## config.mk

```make
export PLATFORM = sky130hd
export DESIGN_NAME = rob_commit_ctrl
export DESIGN_NICKNAME = d
export VERILOG_FILES = /design/src/rtl/rob_commit_ctrl.sv
export SDC_FILE = /design/constraint.sdc
export NUM_CORES = 1
export LEC_CHECK = 0
export ABC_AREA = 1
export BUFFER_PORTS_ARGS = -buffer_cell sky130_fd_sc_hd__buf_2
export CORE_AREA = 2 2 202 204
export DETAILED_ROUTE_END_ITERATION = 10
export DIE_AREA = 0 0 204 206
export GPL_TIMING_DRIVEN = 0
export PLACE_DENSITY = 0.52
export SYNTH_ARGS = -nofsm -noshare
export SYNTH_HDL_FRONTEND = slang
export SYNTH_SLANG_ARGS = --single-unit
```

## constraint.sdc

```tcl
create_clock -name clock -period 6.7 [get_ports clock]
set_input_delay 1.34 -clock clock [delete_from_list [all_inputs] [get_ports clock]]
set_output_delay 1.34 -clock clock [all_outputs]
set_load 0.02 [all_outputs]
```

## src/rtl/rob_commit_ctrl.sv

```systemverilog
// rob_commit_ctrl
//   Retire side of the ROB. Looks at the two oldest entries (head, head+1) and
//   commits them in program order, up to two per cycle. Each commit:
//     - pulses that entry's bit in commit_vec
//     - returns old_prd to the freelist
//     - writes lrd->prd into the architectural RAT
//     - advances head_ptr
//   Also handles flush recovery of the head, counts retired instructions and
//   runs a watchdog on a head entry that never completes.
// Ports
//   clock, reset_n         core clock, async active-low reset
//   flush                  pipeline flush; ROB is empty on the following edge
//   head0_* / head1_*      state of entries head_ptr and head_ptr+1
//   fl_ready               freelist can take two pushes this cycle
//   commit_vec             per-entry commit strobes (combinational)
//   head_ptr               {wrap, index}
//   fl_push*/art_*         freelist return / arch RAT write, slots 0/1 (comb)
//   rt_*                   registered retire report, one cycle after commit
//   retire_cnt             64-bit wrapping retired-instruction count
//   deadlock               sticky watchdog flag
module rob_commit_ctrl #(
    parameter int ROB_SIZE   = 64,
    parameter int IDX_W      = 6,
    parameter int WDOG_LIMIT = 1023,
    parameter int PC_W       = 39,
    parameter int LREG_W     = 5,
    parameter int PREG_W     = 7
) (
    input  logic                clock,
    input  logic                reset_n,
    input  logic                flush,
    input  logic                head0_valid,
    input  logic                head0_deq,
    input  logic [PC_W-1:0]     head0_pc,
    input  logic [31:0]         head0_instr,
    input  logic [LREG_W-1:0]   head0_lrd,
    input  logic [PREG_W-1:0]   head0_prd,
    input  logic [PREG_W-1:0]   head0_old_prd,
    input  logic                head0_need_to_wb,
    input  logic                head0_skip,
    input  logic                head1_deq,
    input  logic [PC_W-1:0]     head1_pc,
    input  logic [31:0]         head1_instr,
    input  logic [LREG_W-1:0]   head1_lrd,
    input  logic [PREG_W-1:0]   head1_prd,
    input  logic [PREG_W-1:0]   head1_old_prd,
    input  logic                head1_need_to_wb,
    input  logic                head1_skip,
    input  logic                fl_ready,
    output logic [ROB_SIZE-1:0] commit_vec,
    output logic [IDX_W:0]      head_ptr,
    output logic                fl_push0,
    output logic [PREG_W-1:0]   fl_push0_preg,
    output logic                fl_push1,
    output logic [PREG_W-1:0]   fl_push1_preg,
    output logic                art_we0,
    output logic [LREG_W-1:0]   art_waddr0,
    output logic [PREG_W-1:0]   art_wdata0,
    output logic                art_we1,
    output logic [LREG_W-1:0]   art_waddr1,
    output logic [PREG_W-1:0]   art_wdata1,
    output logic                rt_valid0,
    output logic [PC_W-1:0]     rt_pc0,
    output logic [31:0]         rt_instr0,
    output logic                rt_skip0,
    output logic                rt_valid1,
    output logic [PC_W-1:0]     rt_pc1,
    output logic [31:0]         rt_instr1,
    output logic                rt_skip1,
    output logic [63:0]         retire_cnt,
    output logic                deadlock
);

    localparam logic [0:0] RUN  = 1'b0;
    localparam logic [0:0] HALT = 1'b1;

    logic [0:0]       state;
    logic [1:0]       c;
    logic [15:0]      wdog_cnt;
    logic [IDX_W-1:0] head_idx, head_idx1;
    logic             stall;

    // Slot views as packed arrays so the writeback logic is one generate body.
    logic [1:0]             s_wb;
    logic [1:0][LREG_W-1:0] s_lrd;
    logic [1:0][PREG_W-1:0] s_prd, s_old;
    logic [1:0]             s_wr;

    assign s_wb  = {head1_need_to_wb, head0_need_to_wb};
    assign s_lrd = {head1_lrd, head0_lrd};
    assign s_prd = {head1_prd, head0_prd};
    assign s_old = {head1_old_prd, head0_old_prd};

    // reset_n gates the strobes so nothing commits while reset is asserted.
    assign c[0] = reset_n && (state == RUN) && !flush && head0_deq && fl_ready;
    assign c[1] = c[0] && head1_deq;

    assign head_idx  = head_ptr[IDX_W-1:0];
    assign head_idx1 = head_idx + 1'b1;   // wraps mod ROB_SIZE by width

    genvar gi;
    generate
        for (gi = 0; gi < ROB_SIZE; gi++) begin : g_cv
            assign commit_vec[gi] = (c[0] && head_idx  == IDX_W'(gi)) ||
                                    (c[1] && head_idx1 == IDX_W'(gi));
        end
        // x0 is hardwired; such entries retire but free/rename nothing.
        for (gi = 0; gi < 2; gi++) begin : g_wr
            assign s_wr[gi] = c[gi] && s_wb[gi] && (s_lrd[gi] != '0);
        end
    endgenerate

    assign fl_push0      = s_wr[0];
    assign fl_push0_preg = s_old[0];
    assign fl_push1      = s_wr[1];
    assign fl_push1_preg = s_old[1];
    // Same-lrd collision: both enables go out, RAT gives slot 1 priority.
    assign art_we0       = s_wr[0];
    assign art_waddr0    = s_lrd[0];
    assign art_wdata0    = s_prd[0];
    assign art_we1       = s_wr[1];
    assign art_waddr1    = s_lrd[1];
    assign art_wdata1    = s_prd[1];

    // Head stalled: oldest entry present but not retiring (incl. fl_ready=0).
    assign stall = (state == RUN) && head0_valid && !c[0] && !flush;

    // HALT covers the flush cycles plus one cycle after flush drops, giving
    // the robentry array a clean cycle before retire resumes.
    always_ff @(posedge clock or negedge reset_n) begin
        if (!reset_n)              state <= RUN;
        else if (flush)            state <= HALT;
        else if (state == HALT)    state <= RUN;
    end

    always_ff @(posedge clock or negedge reset_n) begin
        if (!reset_n) begin
            head_ptr   <= '0;
            retire_cnt <= '0;
        end else begin
            head_ptr   <= flush ? '0
                               : head_ptr + (IDX_W+1)'(c[0]) + (IDX_W+1)'(c[1]);
            retire_cnt <= retire_cnt + 64'(c[0]) + 64'(c[1]);
        end
    end

    always_ff @(posedge clock or negedge reset_n) begin
        if (!reset_n) begin
            rt_valid0 <= 1'b0; rt_pc0 <= '0; rt_instr0 <= '0; rt_skip0 <= 1'b0;
            rt_valid1 <= 1'b0; rt_pc1 <= '0; rt_instr1 <= '0; rt_skip1 <= 1'b0;
        end else if (flush) begin
            rt_valid0 <= 1'b0; rt_pc0 <= '0; rt_instr0 <= '0; rt_skip0 <= 1'b0;
            rt_valid1 <= 1'b0; rt_pc1 <= '0; rt_instr1 <= '0; rt_skip1 <= 1'b0;
        end else begin
            rt_valid0 <= c[0];
            rt_valid1 <= c[1];
            if (c[0]) begin
                rt_pc0 <= head0_pc; rt_instr0 <= head0_instr; rt_skip0 <= head0_skip;
            end
            if (c[1]) begin
                rt_pc1 <= head1_pc; rt_instr1 <= head1_instr; rt_skip1 <= head1_skip;
            end
        end
    end

    // Counter saturates at the limit; deadlock is set on the edge that
    // brings it there, so WDOG_LIMIT stalled cycles raise the flag.
    always_ff @(posedge clock or negedge reset_n) begin
        if (!reset_n) begin
            wdog_cnt <= '0;
            deadlock <= 1'b0;
        end else begin
            if (flush || c[0])
                wdog_cnt <= '0;
            else if (stall && wdog_cnt != 16'(WDOG_LIMIT))
                wdog_cnt <= wdog_cnt + 16'd1;
            if (stall && wdog_cnt >= 16'(WDOG_LIMIT - 1))
                deadlock <= 1'b1;
        end
    end

endmodule

```

Word-level counts from Yosys, hierarchy flattened
Index checks and enable logic that the tools add are counted.
W data, S select, Z words.
{ "op_classes": {"n_addsub": 6, "eq_ne": 127, "n_lt_le_gt_ge": 1, "n_reduce_logical": 216, "n_bitwise": 1, "n_mux": 18} }
{ "op_table": {"columns": ["op", "n"], "rows": [
  ["$eq A6 B6 Y1 const B", 64],
  ["$eq A6 B5 Y1 const B", 32],
  ["$mux W39", 4],
  ["$logic_and A1 B1 Y1", 142],
  ["$add A64 B1 Y64", 2],
  ["$mux W32", 4],
  ["$eq A6 B4 Y1 const B", 16],
  ["$logic_or A1 B1 Y1", 65],
  ["$eq A6 B3 Y1 const B", 8],
  ["$mux W16", 2],
  ["$eq A6 B2 Y1 const B", 4],
  ["$add A16 B1 Y16 const B", 1],
  ["$ge A16 B10 Y1 const B", 1],
  ["$ne A16 B10 Y1 const B", 1],
  ["$add A7 B1 Y7", 2],
  ["$eq A6 B1 Y1 const B", 2],
  ["$logic_not A6 Y1", 2],
  ["$reduce_bool A5 Y1", 2],
  ["$mux W1", 7],
  ["$mux W7", 1],
  ["$add A6 B1 Y6 const B", 1],
  ["$reduce_bool A2 Y1", 3],
  ["$logic_not A1 Y1", 2],
  ["$not A1 Y1", 1]
]} }
{ "word_totals": {"word_cells": 382, "reg_bits": 235, "out_inout_bits": 324, "inputBits": 191} }

Logic depth before layout (Yosys ltp)
Gate-level depths: netlist of run 1.
{ "depth": {"word_depth": 11, "ltp_mapped": 19, "ltp_nobuf": 18} }

Worst setup path after synthesis of run 1
OpenSTA, ideal clock, no wires.
{ "synth_path": {"path_type": "input -> output", "from": "input port head0_deq", "to": "output port fl_push1", "t_arrival_ns": 2.685, "path_buffers": 2, "required_ns": 5.360, "path_stages": 8, "setup_slack_ns": 2.675, "path_cell_list": "nand2_1 > nor2_1 > nand2_2 > nor2_4 > buf_2 > nand2_1 > a21oi_1 > buf_4"} }
{ "synth_between": {"elab_chain_len": 5} }
{ "synth_lines": {"columns": ["element", "line_no", "text"], "rows": [
  ["from (decl)", "33", "input logic head0_deq,"],
  ["$logic_and A1 B1 Y1 (2 in series)", "95", "assign c[0] = reset_n && (state == RUN) && !flush && head0_deq && fl_ready;"],
  ["$logic_and A1 B1 Y1", "96", "assign c[1] = c[0] && head1_deq;"],
  ["$logic_and A1 B1 Y1 (2 in series)", "109", "assign s_wr[gi] = c[gi] && s_wb[gi] && (s_lrd[gi] != '0);"],
  ["to (decl)", "54", "output logic fl_push1,"]
]} }
No other way between the ends.

Worst setup path after layout of run 1
{ "layout_path": {"from": "input port reset_n", "to": "output port commit_vec[17]"} }
{ "layout_between": {"elab_chain_len": 7, "word_cells_on_any_way": 8, "classes_between": "reduce/logical (8)"} }
{ "layout_lines": {"columns": ["element", "line_no", "text"], "rows": [
  ["from (decl)", "30", "input logic reset_n,"],
  ["$logic_and A1 B1 Y1 (*) (4 in series)", "95", null],
  ["$logic_and A1 B1 Y1", "96", null],
  ["$logic_and A1 B1 Y1", "105", "(c[1] && head_idx1 == IDX_W'(gi));"],
  ["$logic_or A1 B1 Y1 (*)", "104", "assign commit_vec[gi] = (c[0] && head_idx == IDX_W'(gi)) ||"],
  ["to (decl)", "50", "output logic [ROB_SIZE-1:0] commit_vec,"]
]} }
Every way passes the cells marked *; elsewhere a longest branch is shown, timed or not.

==> results.yml, run 1 <==
run:
  maxCapViolCount: 0
routing:
  drt_drc_violations_left: 0
  drt_wl_total_um: 44100
  drt_pre_antenna_iters: 6
  total_number_of_vias: 11696
  routed_wire_length_per_instance_um: 18.0
  dr.first_iter.drc_count: 782
  final_antenna_net_count: 0
  via_per_inst: 4.78
sta:
  period_share_pct: 82.2
  finalHoldViolations: 0
  rsz0062_at_grt: "no"
  fin_skew_ns: 0.0105
  clock.fmax_mhz: 182
  tightest_slew_ns: 0.859
  setup_total_negative_slack_ns: 0
  max-slew-margin-rel_pct: 42.2
  layout_setup_ws_ns: 1.19
  timing_max_transition_violations_final: 0
  final_period_minus_worst_setup_slack_ns: 5.51
  setup_viol: 0
  final.hold.worst_slack_ns: 0.469
critical_path:
  critical_path.startpoint_type: "primary input"
  critPathCaptureType: "output pin"
  critPathRequiredTime_ns: 5.36
  critical_path.max_fanout: 82
  critical_path_class: "primary input to output pin"
  data_arrival_at_the_endpoint_of_the_critical_path_ns: 4.17
  r2r.worst_path.cells: 17
floorplan:
  floorplan.die_area_um2: 42000
  die_w_um: 204
  floorplan.core_area_um2: 40200
  rows: 74
  design.portCount: 515
  die-height_um: 206
  initial_utilization_pct: 29.1
worst_hold_path:
  hold_path_depth: 2
  hold_path_class: "flip-flop to flip-flop"
cells_and_area:
  seqCellArea_um2: 5880
  layout.nets: 2092
  num-fill-cells: 4256
  multiInputGateArea_um2: 4820
  flow.area_growth_from_synthesis_pct: 35.3
  post-route-util_pct: 39.4
  drive_above_1_share_pct: 32.6
grt:
  grt_max_degree: 98
  number_of_global_route_vias_before_repair: 11288
  leftover_overflow_at_the_end_of_global_routing: 0
  first_pass_grt_wire_length_um: 66700
  grt_antenna_before_repair: 1
  gr-usage-all-layers_pct: 20.3
clocking:
  cts_inserted_buffers: 28
  cts_post_setup_buffers_inserted: 0
  cts_tree: "done"
  clock-sinks: 235
  cts_resized: 0
  cts_htree_levels: 1
  worstSkewPairLatency_ns: 0.56
  clock_tree_root_buffer_cell: "sky130_fd_sc_hd__clkbuf_16"
  max-clock-path-buffers: 3
  cts-hold-fix-buffers: 0
  worst_setup_hold_path_clk_slew_ns: 0.06
synthesis:
  post_synth_num_cell_types: 37
  syn_area_um2: 11700
  synth_area_leader_cell: "sky130_fd_sc_hd__dfrtp_1"
  synthDominantCellAreaShare_pct: 50.3
  post_synthesis_net_count: 1574
  yosys_warnings: 0
  yosys_register_bits: 235
  yosys-top-cells-area: "sky130_fd_sc_hd__dfrtp_1 50%, sky130_fd_sc_hd__nand2_1 11%, sky130_fd_sc_hd__nand3_1 5.8%"
  syn_inst: 1377
  synth-seq-area-share_pct: 50.3
  postSynthAreaPerCell_um2: 8.49
pwr:
  power_density_nw_per_um2: 211
  power.ir.vdd_worst_v: 0.000164
  p_leak_uw: 0.00862
placement:
  detailedPlace.worstSlack_ns: 0.610
  gpl.final_weighted_congestion: 0.936
  dpl.hpwl_um: 34200
  port_buffers: 486
status:
  outcome: "completed"
==> per-layer routing <==
metal  up-vias  global-route usage, %  routed length, µm
met5         -                      0                  0
met4         0                   5.67               1030
met3        57                   4.38               3640
met2       486                   34.0              20700
met1      5569                   26.6              18700
li1       5584                      -                  -
==> critical path, cell delays in order <==
cell and delay, ns:
sky130_fd_sc_hd__buf_8 0.36, sky130_fd_sc_hd__buf_16 0.38, sky130_fd_sc_hd__nand2_1 0.09, sky130_fd_sc_hd__nor2_1 0.25
sky130_fd_sc_hd__nand2_2 0.23, sky130_fd_sc_hd__nor2_4 0.36, sky130_fd_sc_hd__buf_2 0.40, sky130_fd_sc_hd__nand2_1 0.20
sky130_fd_sc_hd__o21ai_0 0.22, sky130_fd_sc_hd__buf_2 0.22
==> logic make-up (layout without fill, tap and decap cells) <==
| group | count (synthesis) | after routing | share of synthesized area [%] |
|---|---|---|---|
| and+or+nand+nor | 703 | 703 | 25.7 |
| DFF | 235 | 235 | 50.3 |
| buffers and inverters | 211 | 749 | 8.48 |
| AOI/OAI and AO/OA | 168 | 168 | 10.8 |
| xor gates and xnor gates | 54 | 54 | 4.04 |
| adders and majority gates | 6 | 6 | 0.642 |
| other | 0 | 1 | 0 |
==> state kept, by name (all words and copies together), names as in the netlist <==
signal      cells
deadlock        1
head_ptr        7
retire_cnt     64
rt_instr0      32
rt_instr1      32
rt_pc0         39
rt_pc1         39
rt_skip0        1
rt_skip1        1
rt_valid0       1
rt_valid1       1
state           1
wdog_cnt       16
==> synthesized netlist by cell type <==
library cell               number
sky130_fd_sc_hd__a21o_1         1
sky130_fd_sc_hd__a21oi_1       10
sky130_fd_sc_hd__a22o_1        72
sky130_fd_sc_hd__and3_1         1
sky130_fd_sc_hd__buf_1          7
sky130_fd_sc_hd__buf_12         1
sky130_fd_sc_hd__buf_2         16
sky130_fd_sc_hd__buf_4         41
sky130_fd_sc_hd__buf_6          1
sky130_fd_sc_hd__clkbuf_1      29
sky130_fd_sc_hd__dfrtp_1      235
sky130_fd_sc_hd__ha_1           6
sky130_fd_sc_hd__inv_1        111
sky130_fd_sc_hd__inv_2          4
sky130_fd_sc_hd__inv_4          1
sky130_fd_sc_hd__nand2_1      344
sky130_fd_sc_hd__nand2_2        2
sky130_fd_sc_hd__nand2_4        2
sky130_fd_sc_hd__nand3_1      136
sky130_fd_sc_hd__nand3b_1       5
sky130_fd_sc_hd__nand4_1       25
sky130_fd_sc_hd__nor2_1       146
sky130_fd_sc_hd__nor2_2         3
sky130_fd_sc_hd__nor2_4         2
sky130_fd_sc_hd__nor2_8         1
sky130_fd_sc_hd__nor3_1        27
sky130_fd_sc_hd__nor3b_1        1
sky130_fd_sc_hd__nor4_1         2
sky130_fd_sc_hd__o21ai_0       25
sky130_fd_sc_hd__o21ai_1        3
sky130_fd_sc_hd__o22ai_1       39
sky130_fd_sc_hd__o22ai_2       10
sky130_fd_sc_hd__o32ai_1        8
sky130_fd_sc_hd__or2_1          1
sky130_fd_sc_hd__or2_2          5
sky130_fd_sc_hd__xnor2_1       24
sky130_fd_sc_hd__xor2_1        30
==> cell type report <==
type	instances	area share [%]
sequential	235	37.2
multi-input combinational	931	30.5
timing repair buffer	488	15.8
clock buffer	35	4.92
tap	532	4.21
buffer	95	3.50
inverter	116	2.77
clock inverter	15	1.16
antenna	1	0.0158
==> per-stage QoR <==
| step | std cells | total power, µW | cell area [µm²] |
|---|---|---|---|
| floorplan | 1377 | 1610 | 11700 |
| global placement | 2395 | 1760 | 14800 |
| detailed placement | 2397 | 1760 | 14900 |
| CTS | 2447 | 3390 | 15800 |
| global route | 2448 | 3460 | 15800 |
| finish | 2448 | 3340 | 15800 |
==> placed cells by master (no fill, tap or decap), types with 3 or more instances in the layout <==
| master | n |
|---|---|
| sky130_fd_sc_hd__inv_2 | 4 |
| sky130_fd_sc_hd__buf_4 | 41 |
| sky130_fd_sc_hd__clkbuf_16 | 29 |
| sky130_fd_sc_hd__nor2_1 | 146 |
| sky130_fd_sc_hd__clkinv_2 | 8 |
| sky130_fd_sc_hd__o32ai_1 | 8 |
| sky130_fd_sc_hd__clkbuf_8 | 3 |
| sky130_fd_sc_hd__nor3_1 | 27 |
| sky130_fd_sc_hd__xor2_1 | 30 |
| sky130_fd_sc_hd__dfrtp_1 | 235 |
| sky130_fd_sc_hd__nand4_1 | 25 |
| sky130_fd_sc_hd__nand2_1 | 344 |
| sky130_fd_sc_hd__clkbuf_1 | 32 |
| sky130_fd_sc_hd__o22ai_2 | 10 |
| sky130_fd_sc_hd__a21oi_1 | 10 |
| sky130_fd_sc_hd__xnor2_1 | 24 |
| sky130_fd_sc_hd__ha_1 | 6 |
| sky130_fd_sc_hd__a22o_1 | 72 |
| sky130_fd_sc_hd__o21ai_1 | 3 |
| sky130_fd_sc_hd__buf_2 | 501 |
| sky130_fd_sc_hd__inv_1 | 111 |
| sky130_fd_sc_hd__nand3b_1 | 5 |
| sky130_fd_sc_hd__nor2_2 | 3 |
| sky130_fd_sc_hd__or2_2 | 5 |
| sky130_fd_sc_hd__o22ai_1 | 39 |
| sky130_fd_sc_hd__buf_1 | 7 |
| sky130_fd_sc_hd__o21ai_0 | 25 |
| sky130_fd_sc_hd__bufinv_16 | 4 |
| sky130_fd_sc_hd__nand3_1 | 136 |
==> where the power goes <==
part,switching (µW),internal [µW]
Clock,634,971
Sequential,18.7,1440
Combinational,170,99.8
==> worst paths after layout <==
| path | from | end | slack, ns |
|---|---|---|---|
| worst max-delay path | reset_n | commit_vec[17] | 1.19 |
| worst min-delay path | deadlock$_DFFE_PN0P_ | deadlock$_DFFE_PN0P_ | 0.47 |
| worst max register to register | state$_DFF_PN0_ | retire_cnt[34]$_DFF_PN0_ | 2.62 |
| worst min register to register | deadlock$_DFFE_PN0P_ | deadlock$_DFFE_PN0P_ | 0.47 |
| max in group asynchronous | reset_n | rt_instr1[16]$_DFFE_PN0P_ | 5.07 |
| min in group asynchronous | reset_n | rt_instr0[23]$_DFFE_PN0N_ | 0.71 |
Power figures use the tool's default switching activity.
==> inputs of run 2 (changes only) <==
--- a/config.mk
+++ b/config.mk
@@ -7,11 +7,11 @@
 export LEC_CHECK = 0
 export ABC_AREA = 1
 export BUFFER_PORTS_ARGS = -buffer_cell sky130_fd_sc_hd__buf_2
-export CORE_AREA = 2 2 202 204
+export CORE_AREA = 2 2 200 202
 export DETAILED_ROUTE_END_ITERATION = 10
-export DIE_AREA = 0 0 204 206
+export DIE_AREA = 0 0 202 204
 export GPL_TIMING_DRIVEN = 0
-export PLACE_DENSITY = 0.52
+export PLACE_DENSITY = 0.55
 export SYNTH_ARGS = -nofsm -noshare
 export SYNTH_HDL_FRONTEND = slang
 export SYNTH_SLANG_ARGS = --single-unit
==> constraint.sdc (replaced) <==
create_clock -name clock -period 4.8 [get_ports clock]
set_input_delay 0.96 -clock clock [delete_from_list [all_inputs] [get_ports clock]]
set_output_delay 0.96 -clock clock [all_outputs]
set_load 0.02 [all_outputs]
==> results.yml, run 2 (synthesized netlist as in run 1, its figures left out) <==
status:
  outcome: "completed"
critical_path:
  data_arrival_at_the_endpoint_of_the_critical_path_ns: 4.84
  critical_path.slowest_cell: "sky130_fd_sc_hd__buf_2"
  critical_path.max_fanout: 59
  critical_path.startpoint_type: "primary input"
  cp_num_buf_inv: 5
  worst_flop_to_flop_path_startpoint: "state$_DFF_PN0_"
  r2r.worst_path.cells: 15
  critical-path-max-stage-delay_ns: 0.38
  path_cells: "buf_8, buf_16, nand2_1, nor2_1, nand2_2, inv_2, buf_2, ha_1, inv_1, nand2_2, ha_1, nand2_1, nor2_1, nand2_1, nor2_2, nand3_1, nor2_1, xor2_1"
  worstReg2RegEnd: "retire_cnt[50]$_DFF_PN0_"
  critical_path_class: "primary input to flip-flop"
  rrSetupSlack_ns: 1.04
  critPathRequiredTime_ns: 5.27
  cp_top_family: "simple AND/OR/NAND/NOR gates"
  critPathCaptureType: "flip-flop"
clocking:
  worst_setup_hold_path_clk_slew_ns: 0.06
  cts_htree_levels: 1
  cts_tree: "done"
  worstSkewPairLatency_ns: 0.56
  cts_inserted_buffers: 28
  max-clock-path-buffers: 3
  clock-sinks: 235
  cts-hold-fix-buffers: 0
  clock_tree_root_buffer_cell: "sky130_fd_sc_hd__clkbuf_16"
floorplan:
  initial_utilization_pct: 29.9
  design.portCount: 515
  die-height_um: 204
  floorplan.die_area_um2: 41200
  die_w_um: 202
  rows: 73
  floorplan.core_area_um2: 39200
cells_and_area:
  final_cell_mix: "500 x sky130_fd_sc_hd__buf_2, 344 x sky130_fd_sc_hd__nand2_1, 235 x sky130_fd_sc_hd__dfrtp_1"
  flow.area_growth_from_synthesis_pct: 35.1
  layout.nets: 2096
  largest_reg_flops: 64
  final_cell_area_um2: 15800
  final_common_cell: "sky130_fd_sc_hd__buf_2"
  drive_above_1_share_pct: 32.5
  regMostFlops: "retire_cnt"
  reg_top3: "retire_cnt x64, rt_pc0 x39, rt_pc1 x39"
  post-route-util_pct: 40.3
sta:
  max-slew-margin-rel_pct: 39.8
  timing_max_transition_violations_final: 0
  finalHoldViolations: 0
  final_period_minus_worst_setup_slack_ns: 4.37
  rsz0062_at_grt: "no"
  fin_skew_ns: 0.0165
  setup_viol: 0
  clock.fmax_mhz: 229
  period_share_pct: 91.0
  tightest_slew_ns: 0.894
routing:
  drt_pre_antenna_iters: 6
  via_per_inst: 4.83
  routed_wire_length_per_instance_um: 17.8
  drt_drc_violations_left: 0
  dr.first_iter.drc_count: 878
  final_antenna_net_count: 0
  drt_wl_total_um: 43700
  total_number_of_vias: 11818
placement:
  gpl.final_weighted_congestion: 0.917
  port_buffers: 486
  dpl.hpwl_um: 33500
  placement.cell_area_um2: 14900
worst_hold_path:
  hold_path_class: "primary input to asynchronous set/reset pin"
pwr:
  power.ir.vdd_worst_v: 0.000236
  p_leak_uw: 0.00862
  power_density_nw_per_um2: 284
grt:
  number_of_global_route_vias_before_repair: 11455
  grt_max_degree: 115
  met1_usage_grt_pct: 26.8
  leftover_overflow_at_the_end_of_global_routing: 0
  gr-usage-all-layers_pct: 20.6
  first_pass_grt_wire_length_um: 66900
  groute.layer.met2.usage_pct: 34.1
  busiest_layer_in_global_routing: "met2"
  global_route.usage.met3_pct: 4.74
  grt_antenna_before_repair: 1
run:
  maxCapViolCount: 0
==> run 2: what timing repair did <==
| item | in CTS | in global routing |
|---|---|---|
| setup buffers | 0 | 3 |
| gates cloned | 1 | 0 |
| endpoints found under the setup margin | 5 | 6 |
| pin swaps | 0 | 1 |
| resized for setup | 0 | 2 |
| hold endpoints to repair | 0 | 0 |
==> run 2: metrics by stage <==
step                total power [µW]   TNS, ns  hold WS (ns)  instances  setup WS [ns]
floorplan                       2240         0         0.490       1377           1.39
global placement                2450  -1199.28         0.454       2388          -4.33
detailed placement              2460     -7.97         0.452       2390         -0.675
CTS                             4560         0         0.186       2443         0.0664
global route                    4680         0         0.182       2447         0.0819
finish                          4490         0         0.209       2447          0.432
==> run 2: metal layers <==
metal  wire length (µm)  vias to the layer above
li1                   -                     5596
met1              18300                     5619
met2              20500                      529
met3               3780                       74
met4               1120                        0
met5                  0                        -
==> run 2: report_power, final <==
| part | leakage (µW) | internal [µW] | total (µW) | switching, µW |
|---|---|---|---|---|
| Combinational | 0.00496 | 143 | 381 | 238 |
| Sequential | 0.00322 | 2020 | 2040 | 26.9 |
| Clock | 0.000443 | 1210 | 2070 | 863 |
| Total | 0.00862 | 3370 | 4490 | 1130 |
==> run 2: how the worst max path moves through the flow <==
stage               startpoint                        to  slack [ns]  cells after the start
floorplan            head0_deq  retire_cnt[50]$_DFF_PN0_        1.39                     18
global placement       reset_n  retire_cnt[50]$_DFF_PN0_       -4.33                     19
detailed placement     reset_n  retire_cnt[34]$_DFF_PN0_       -0.68                     20
CTS                    reset_n  retire_cnt[50]$_DFF_PN0_        0.07                     20
global route           reset_n  retire_cnt[50]$_DFF_PN0_        0.08                     18
finish                 reset_n  retire_cnt[50]$_DFF_PN0_        0.43                     18
==> run 2: final cells by class <==
class	instances	area, µm²
clock buffers	41	801
flip-flops and latches	235	5880
well taps	525	657
fillers	4075	23400
plain buffers	95	557
inverters	116	438
clock inverters	11	83.8
repair buffers	492	2550
diodes	1	2.50
multi-input cells	931	4830
